==> config.mk <==
export PLATFORM = sky130hd
export DESIGN_NAME = control_unit_flat
export DESIGN_NICKNAME = d
export VERILOG_FILES = /design/src/rtl/tiny16_pkg.sv /design/src/rtl/control_unit_if.sv /design/src/rtl/control_unit_decode.sv /design/src/rtl/control_unit.sv /design/src/flat_wrapper.sv
export SDC_FILE = /design/constraint.sdc
export NUM_CORES = 1
export LEC_CHECK = 0
export CAP_MARGIN = 40
export CORE_UTILIZATION = 62
export CTS_CLUSTER_DIAMETER = 30
export CTS_CLUSTER_SIZE = 10
export DETAILED_ROUTE_END_ITERATION = 7
export DONT_BUFFER_PORTS = 1
export HOLD_SLACK_MARGIN = 0.02
export MAX_ROUTING_LAYER = met4
export PLACE_DENSITY = 0.76
export SLEW_MARGIN = 20
export SYNTH_ARGS = -nofsm -noshare
export SYNTH_HDL_FRONTEND = slang
export SYNTH_HIERARCHICAL = 1
export SYNTH_SLANG_ARGS = --single-unit
==> constraint.sdc <==
create_clock -name clk -period 1.91 [get_ports clk]
set_input_delay 0.382 -clock clk [delete_from_list [all_inputs] [get_ports clk]]
set_output_delay 0.382 -clock clk [all_outputs]
set_load 0.05 [all_outputs]
==> src/rtl/tiny16_pkg.sv <==
// tiny16 shared definitions: opcodes, sequencer states, mux codes, register map.
// Imported by the control unit and the register file.
package tiny16_pkg;

    localparam logic [3:0] OP_NOP  = 4'h0;
    localparam logic [3:0] OP_MOV  = 4'h1;
    localparam logic [3:0] OP_LDI  = 4'h2;
    localparam logic [3:0] OP_LUI  = 4'h3;
    localparam logic [3:0] OP_LD   = 4'h4;
    localparam logic [3:0] OP_ST   = 4'h5;
    localparam logic [3:0] OP_ADD  = 4'h6;
    localparam logic [3:0] OP_XOR  = 4'hA;
    localparam logic [3:0] OP_PUSH = 4'hB;
    localparam logic [3:0] OP_POP  = 4'hC;
    localparam logic [3:0] OP_HLT  = 4'hF;

    typedef enum logic [1:0] {
        FETCH = 2'd0,
        EXEC  = 2'd1,
        MEM   = 2'd2,
        HALT  = 2'd3
    } state_t;

    localparam logic [1:0] ADDR_PC  = 2'd0;
    localparam logic [1:0] ADDR_SRC = 2'd1;
    localparam logic [1:0] ADDR_DST = 2'd2;
    localparam logic [1:0] ADDR_SP  = 2'd3;

    localparam logic [1:0] IN_ALU = 2'd0;
    localparam logic [1:0] IN_MEM = 2'd1;
    localparam logic [1:0] IN_IMM = 2'd2;
    localparam logic [1:0] IN_SRC = 2'd3;

    localparam logic [2:0] ALU_ADD = 3'd0;
    localparam logic [2:0] ALU_SUB = 3'd1;
    localparam logic [2:0] ALU_AND = 3'd2;
    localparam logic [2:0] ALU_OR  = 3'd3;
    localparam logic [2:0] ALU_XOR = 3'd4;

    localparam logic [3:0] REG_PC = 4'd1;
    localparam logic [3:0] REG_SP = 4'd2;
    localparam logic [3:0] REG_BP = 4'd3;

    typedef struct packed {
        logic [3:0]  op;
        logic [3:0]  rd;
        logic [3:0]  rs;
        logic [15:0] imm;
        logic [2:0]  alu_op;
        logic        is_alu;
        logic        is_mem;
        logic        is_stack;
        logic        is_halt;
    } dec_t;

endpackage

==> src/rtl/control_unit_if.sv <==
// Ready-handshaked memory port between the sequencer and memory.
// The write data path comes from the register file out bus, not this port.
interface control_unit_if;

    logic [15:0] mem_rdata;
    logic        mem_ready;
    logic        mem_rd;
    logic        mem_wr;
    logic [1:0]  addr_sel;

    modport master (
        input  mem_rdata,
        input  mem_ready,
        output mem_rd,
        output mem_wr,
        output addr_sel
    );

    modport slave (
        output mem_rdata,
        output mem_ready,
        input  mem_rd,
        input  mem_wr,
        input  addr_sel
    );

endinterface

==> src/rtl/control_unit_decode.sv <==
// Instruction decoder: splits ir into fields and instruction-class flags.
// Purely combinational.
module instr_decode
    import tiny16_pkg::*;
(
    input  logic [15:0] ir_i,
    output dec_t        dec_o
);

    logic [3:0] alu_off;

    always_comb begin
        dec_o          = '0;
        dec_o.op       = ir_i[15:12];
        dec_o.rd       = ir_i[11:8];
        dec_o.rs       = ir_i[7:4];
        dec_o.imm      = {8'h00, ir_i[7:0]};
        alu_off        = ir_i[15:12] - OP_ADD;
        dec_o.is_alu   = (ir_i[15:12] >= OP_ADD) && (ir_i[15:12] <= OP_XOR);
        dec_o.alu_op   = dec_o.is_alu ? alu_off[2:0] : ALU_ADD;
        dec_o.is_mem   = (ir_i[15:12] == OP_LD) || (ir_i[15:12] == OP_ST);
        dec_o.is_stack = (ir_i[15:12] == OP_PUSH) || (ir_i[15:12] == OP_POP);
        dec_o.is_halt  = (ir_i[15:12] == OP_HLT);
    end

endmodule

==> src/rtl/control_unit.sv <==
// tiny16 fetch/decode/execute sequencer driving register-file strobes
// and the memory request port.
module control_unit
    import tiny16_pkg::*;
#(
    parameter logic [15:0] RESET_IR = 16'h0000
) (
    input  logic          clk,
    input  logic          rst,
    control_unit_if.master mem,
    output logic [3:0]    src_sel,
    output logic [3:0]    dst_sel,
    output logic [1:0]    in_sel,
    output logic [2:0]    alu_op,
    output logic [15:0]   imm,
    output logic          in_en,
    output logic          up_en,
    output logic          lo_en,
    output logic          pc_inc,
    output logic          sp_inc,
    output logic          sp_dec,
    output logic          out_en,
    output logic [15:0]   ir,
    output logic          halted
);

    state_t      state_q, state_d;
    logic [15:0] ir_q, ir_d;
    dec_t        dec;
    logic        mem_rd_c, mem_wr_c;
    logic [1:0]  addr_sel_c;

    instr_decode u_dec (
        .ir_i  (ir_q),
        .dec_o (dec)
    );

    always_ff @(posedge clk) begin
        if (rst) begin
            state_q <= FETCH;
            ir_q    <= RESET_IR;
        end else begin
            state_q <= state_d;
            ir_q    <= ir_d;
        end
    end

    always_comb begin
        state_d    = state_q;
        ir_d       = ir_q;
        mem_rd_c   = 1'b0;
        mem_wr_c   = 1'b0;
        addr_sel_c = ADDR_PC;
        src_sel    = dec.rs;
        dst_sel    = dec.rd;
        in_sel     = IN_ALU;
        in_en      = 1'b0;
        up_en      = 1'b0;
        lo_en      = 1'b0;
        pc_inc     = 1'b0;
        sp_inc     = 1'b0;
        sp_dec     = 1'b0;
        out_en     = 1'b0;

        unique case (state_q)
            FETCH: begin
                src_sel  = 4'd0;
                dst_sel  = 4'd0;
                mem_rd_c = 1'b1;
                if (mem.mem_ready) begin
                    ir_d    = mem.mem_rdata;
                    pc_inc  = 1'b1;
                    state_d = EXEC;
                end
            end
            EXEC: begin
                state_d = FETCH;
                unique case (1'b1)
                    dec.op == OP_MOV: begin
                        in_en  = 1'b1;
                        in_sel = IN_SRC;
                    end
                    dec.op == OP_LDI: begin
                        lo_en  = 1'b1;
                        in_sel = IN_IMM;
                    end
                    dec.op == OP_LUI: begin
                        up_en  = 1'b1;
                        in_sel = IN_IMM;
                    end
                    dec.is_alu:         in_en  = 1'b1;
                    dec.op == OP_PUSH:  sp_dec = 1'b1;
                    default: ;
                endcase
                if (dec.is_mem || dec.is_stack) state_d = MEM;
                if (dec.is_halt)                state_d = HALT;
            end
            MEM: begin
                unique case (dec.op)
                    OP_LD: begin
                        mem_rd_c   = 1'b1;
                        addr_sel_c = ADDR_SRC;
                        in_sel     = IN_MEM;
                        in_en      = mem.mem_ready;
                    end
                    OP_ST: begin
                        mem_wr_c   = 1'b1;
                        addr_sel_c = ADDR_DST;
                        out_en     = 1'b1;
                    end
                    OP_PUSH: begin
                        mem_wr_c   = 1'b1;
                        addr_sel_c = ADDR_SP;
                        out_en     = 1'b1;
                    end
                    OP_POP: begin
                        mem_rd_c   = 1'b1;
                        addr_sel_c = ADDR_SP;
                        in_sel     = IN_MEM;
                        in_en      = mem.mem_ready;
                        // POP into SP takes the loaded value as the new SP
                        sp_inc     = mem.mem_ready && (dec.rd != REG_SP);
                    end
                    default: ;
                endcase
                if (mem.mem_ready) state_d = FETCH;
            end
            HALT: ;
            default: state_d = FETCH;
        endcase

        if (rst) begin
            mem_rd_c = 1'b0;
            mem_wr_c = 1'b0;
            in_en    = 1'b0;
            up_en    = 1'b0;
            lo_en    = 1'b0;
            pc_inc   = 1'b0;
            sp_inc   = 1'b0;
            sp_dec   = 1'b0;
            out_en   = 1'b0;
        end
    end

    assign mem.mem_rd   = mem_rd_c;
    assign mem.mem_wr   = mem_wr_c;
    assign mem.addr_sel = addr_sel_c;
    assign alu_op       = dec.alu_op;
    assign imm          = dec.imm;
    assign ir           = ir_q;
    assign halted       = (state_q == HALT);

endmodule

==> src/flat_wrapper.sv <==
// flat-port wrapper written by rule: the top's interface ports become plain ports
module control_unit_flat import tiny16_pkg::*;
#(
    parameter logic [15:0] RESET_IR = 16'h0000
)
  (clk, rst, src_sel, dst_sel, in_sel, alu_op, imm, in_en, up_en, lo_en, pc_inc, sp_inc, sp_dec, out_en, ir, halted, mem_mem_rdata, mem_mem_ready, mem_mem_rd, mem_mem_wr, mem_addr_sel);
  control_unit_if mem_i ();
  input  logic clk;
  input  logic rst;
  output logic [3:0] src_sel;
  output logic [3:0] dst_sel;
  output logic [1:0] in_sel;
  output logic [2:0] alu_op;
  output logic [15:0] imm;
  output logic in_en;
  output logic up_en;
  output logic lo_en;
  output logic pc_inc;
  output logic sp_inc;
  output logic sp_dec;
  output logic out_en;
  output logic [15:0] ir;
  output logic halted;
  input wire logic [$bits(mem_i.mem_rdata)-1:0] mem_mem_rdata;
  input wire logic [$bits(mem_i.mem_ready)-1:0] mem_mem_ready;
  output wire logic [$bits(mem_i.mem_rd)-1:0] mem_mem_rd;
  output wire logic [$bits(mem_i.mem_wr)-1:0] mem_mem_wr;
  output wire logic [$bits(mem_i.addr_sel)-1:0] mem_addr_sel;
  assign mem_i.mem_rdata = mem_mem_rdata;
  assign mem_i.mem_ready = mem_mem_ready;
  assign mem_mem_rd = mem_i.mem_rd;
  assign mem_mem_wr = mem_i.mem_wr;
  assign mem_addr_sel = mem_i.addr_sel;
  control_unit #(.RESET_IR(RESET_IR)) u_core (.clk(clk), .rst(rst), .mem(mem_i), .src_sel(src_sel), .dst_sel(dst_sel), .in_sel(in_sel), .alu_op(alu_op), .imm(imm), .in_en(in_en), .up_en(up_en), .lo_en(lo_en), .pc_inc(pc_inc), .sp_inc(sp_inc), .sp_dec(sp_dec), .out_en(out_en), .ir(ir), .halted(halted));
endmodule
==> metrics, run 1 <==
hold_buf cts 0; io pins 76; top cells by area, synth dfxtp_1, buf_4, nand2_1; synthesized netlist cell count 183; number of buffers created by CTS 3; initial core utilization 67.2%; Synth Cell Area 1350 sq um; count of input and output buffers 0; area fraction in compound gates after synthesis 13.3%; placed inst area approximately 1700 sq um; CTS sink cnt 18; sequential area share after synthesis 26.8%; HPWL after DPL 2.48 mm; chip width 48.6 microns; mux share of post-synthesis cell area 0%; Stop stage global routing; clk buf depth 2; Post-synth top cells nand2_1, buf_4, dfxtp_1, a21oi_1, nor2_1; status aborted with a tool error; FF+latch count, synth 18; Post-synth ARST share 0%; synth unique cells 38; largest net degree at the start of global routing 25; XOR/XNOR Fraction of Synth Area 0%; most frequent cell after synthesis nand2_1; yosys warns 6; share of Yosys cell area claimed by the top area cell type 26.8%; ys flop type dfxtp_1; worst slack, placed -0.00284 ns; adder-cell share of the synthesized area 4.65%; Simple-Gate Fraction of Synth Area 33.5%; clock root buffer clkbuf_4; die height approximately 50 microns; Worst EP Category output port; Synth area leader dfxtp_1; routability congestion estimate 0.942; Post-synth EDFFs 0; last worst endpoint in the global-route repair_timing in_en; Synth Area per Inst 7.35 sq um; H-tree Lvls 1; largest family of logic cells by synthesized area simple AND/OR/NAND/NOR gates; Cell Rows 16; tool error [ERROR DPL-0038] Utilization greater than 100%, impossible to legalize
==> cell families after synthesis <==
group | after synthesis
AOI/OAI and AO/OA | 31
DFF | 18
buffers and inverters | 40
other | 1
and+or+nand+nor | 88
adders and majority gates | 5
==> what timing repair did <==
action                     4_1_cts
setup endpoints to repair       23
gates resized for setup         27
buffers inserted                 9
pin swaps                        7
==> through the flow <==
step,instances,hold slack (ns)
2_1_floorplan,190,0.501
3_3_place_gp,225,0.437
3_5_place_dp,225,0.440
4_1_cts,238,0.119
==> run 2, diff against run 1 <==
- CORE_AREA: not set -> 2 2 63 65
- CORE_UTILIZATION: 62 -> not set
- CTS_CLUSTER_DIAMETER: 30 -> not set
- CTS_CLUSTER_SIZE: 10 -> not set
- DIE_AREA: not set -> 0 0 65 67
- HOLD_SLACK_MARGIN: 0.02 -> not set
- MAX_ROUTING_LAYER: met4 -> not set
- PLACE_DENSITY: 0.76 -> not set
- PLACE_DENSITY_LB_ADDON: not set -> 0.15
==> run 2 against run 1 <==
  * The flow now finishes without violations
  * Area after synthesis unchanged
  * Synthesized cell count unchanged
==> metrics, run 2 <==
most frequent cells in the layout nand2_1, buf_4, buf_12, a21oi_1, dfxtp_1; largest net degree at the start of global routing 25; vias in the first global route 1246; type of element capturing the critical path output port; clock root buffer clkbuf_8 (was clkbuf_4); yosys warns 6 (unchanged); Max-Cap Viols 0; final setup fails 0; Worst Skew 0.00130 ns; worst slack, placed 0.0863 ns (was -0.00284 ns); Register Area between 300 and 400 sq um; status completed (was aborted with a tool error); commonest non-fill, non-tap cell in the layout nand2_1; TritonRoute pass-1 iters 4; CTS sink cnt 18 (unchanged); Post-synth top cells nand2_1, buf_4, dfxtp_1, a21oi_1, nor2_1 (unchanged); Largest register FFs 16; leakage 0.000782 uW; global-route wire length before repair around 5.8 mm; # DRC 0; routability congestion estimate 0.809 (was 0.942); placed inst area 1780 sq um (was 1690 sq um); most frequent cell after synthesis nand2_1 (unchanged); Nets 236; overall power roughly 1200 uW; relative slew slack 54.2%; arrival time at the worst endpoint around 1.5 ns; Post-synth EDFFs 0 (unchanged); Synth Area per Inst 7.35 sq um (unchanged); die area 4360 sq um; All-Layer GR Usage 16.8%; Clock transition at path regs 0.07 ns; Multi-input gate area 905 sq um; die height 67 microns (was 48.6 microns); Fillers 325; Startpoint Class register; Slew Limit Fails 0; FF+latch count, synth 18 (unchanged); Clock Latency Late Sink 0.24 ns; Power Density 578 nW/um^2; HPWL after DPL 2.68 mm (was 2.48 mm); synthesized netlist cell count 183 (unchanged); fraction of layout cells with a size suffix above 1 a little under half; synth unique cells 38 (unchanged); initial core utilization 37.3% (was 67.2%); number of DRC markers in iteration 0 85; chip width 65 microns (was 48.6 microns); unrepaired setup endpoints after global routing yes; final hold violation count 0; Synth Cell Area 1350 sq um (unchanged); initial antenna violation count 0; Final Cell Area 2020 sq um; ys flop type dfxtp_1 (unchanged); count of input and output buffers 0 (unchanged); Avg Vias per Cell 4.92; Post-Route WL between 3 and 4 mm; worst-margin pin slew ~0.68 ns; number of buffers created by CTS 3 (unchanged); clk buf depth 2 (unchanged); Crit Path Category reg -> out; Period Utilization, post-route 99.9%; placed cells 248 (was 225); GRT overflow 0; io pins 76 (unchanged); Worst Path Required 1.53 ns; VDD IR max 0.360 mV; share of Yosys cell area claimed by the top area cell type 26.8% (unchanged); crit path max fanout 5; fin crit period 1.91 ns; final worst setup slack 0.00131 ns; H-tree Lvls 1 (unchanged); Synth area leader dfxtp_1 (unchanged); CTS tree built; Core Area 3610 sq um; DR WL/cell 13.3 microns; Post-synth ARST share 0% (unchanged); final non-filler cell total 259; Hold WC Path Type in -> reg; Layout Area Growth over Synthesis 50.3%; fmax 524 MHz; # diodes 0; sequential area share after synthesis 26.8% (unchanged); Util after Layout 56.1%; Post-DRT Antenna Nets 0; routed vias 1274; top cells by area, synth dfxtp_1, buf_4, nand2_1 (unchanged); Cell Rows 22 (was 16)
run 2: cell counts after synthesis:
No cell type changed its count.
run 2: worst paths after layout:
kind / slack (ns) / from / endpoint / cells past startpoint
hold / removal: 0.20 / rst / u_core/ir[14]$_SDFFE_PP0P_ / 1
setup reg to reg: 0.25 / u_core/state_q[0]$_SDFFE_PP0P_ / u_core/ir[13]$_SDFFE_PP0P_ / 7
setup / recovery: 0.001 / u_core/state_q[1]$_SDFFE_PP0P_ / sp_inc / 4
hold reg to reg: 0.46 / u_core/ir[3]$_SDFFE_PP0P_ / u_core/ir[3]$_SDFFE_PP0P_ / 2
run 2: through the flow:
| step | setup TNS [ns] | hold slack, ns |
|---|---|---|
| global route | -0.198 | 0.177 |
| detailed placement | 0 | 0.447 |
| floorplan | -0.626 | 0.501 |
| CTS | 0 | 0.188 |
| finish | 0 | 0.196 |
| global placement | 0 | 0.438 |
run 2: repair_timing:
item	in CTS	in global routing
setup buffers	4	3
gates cloned	0	0
hold buffers	0	0
setup endpoints to repair	7	10
pin swaps	7	6
resized for setup	23	10
run 2: power breakdown:
part	internal, uW	leakage (uW)	switching (uW)
Clock	183	0.0000288	118
Combinational	141	0.000601	308
Sequential	396	0.000152	24.8
Total	719	0.000782	450
run 2: per-layer routing:
layer	part of all wire, %	GRT usage [%]	vias to the layer above
li1	-	-	623
met1	39	19.7	596
met2	52	31.1	53
met3	8.3	4.05	2
met4	0.35	3.19	0
met5	0	0	-
run 2: cells by family (layout without fill, tap and decap cells):
logic type	Yosys count	count (layout)	share of synthesized area, %
AO/OA/AOI/OAI	31	31	13.3
adder cells (fa/ha/maj)	5	5	4.65
buffers and inverters	40	61	21.5
flip-flops	18	18	26.8
other	1	8	0.279
AND/OR/NAND/NOR	88	88	33.5
run 2: cell type report:
cell class / instances / area share, %
Multi-Input combinational cell: 132 / 44.7
Clock buffer: 4 / 2.72
Sequential cell: 18 / 18.8
Tap cell: 48 / 2.97
Inverter: 4 / 0.866
Timing Repair Buffer: 53 / 29.9
run 2: critical path, stage by stage, from the launching register on:
cell     delay, ns
dfxtp_4       0.38
ha_4          0.16
nand4_1       0.18
nor4b_4       0.38
buf_12        0.18
(Power assumes the default switching activity.)
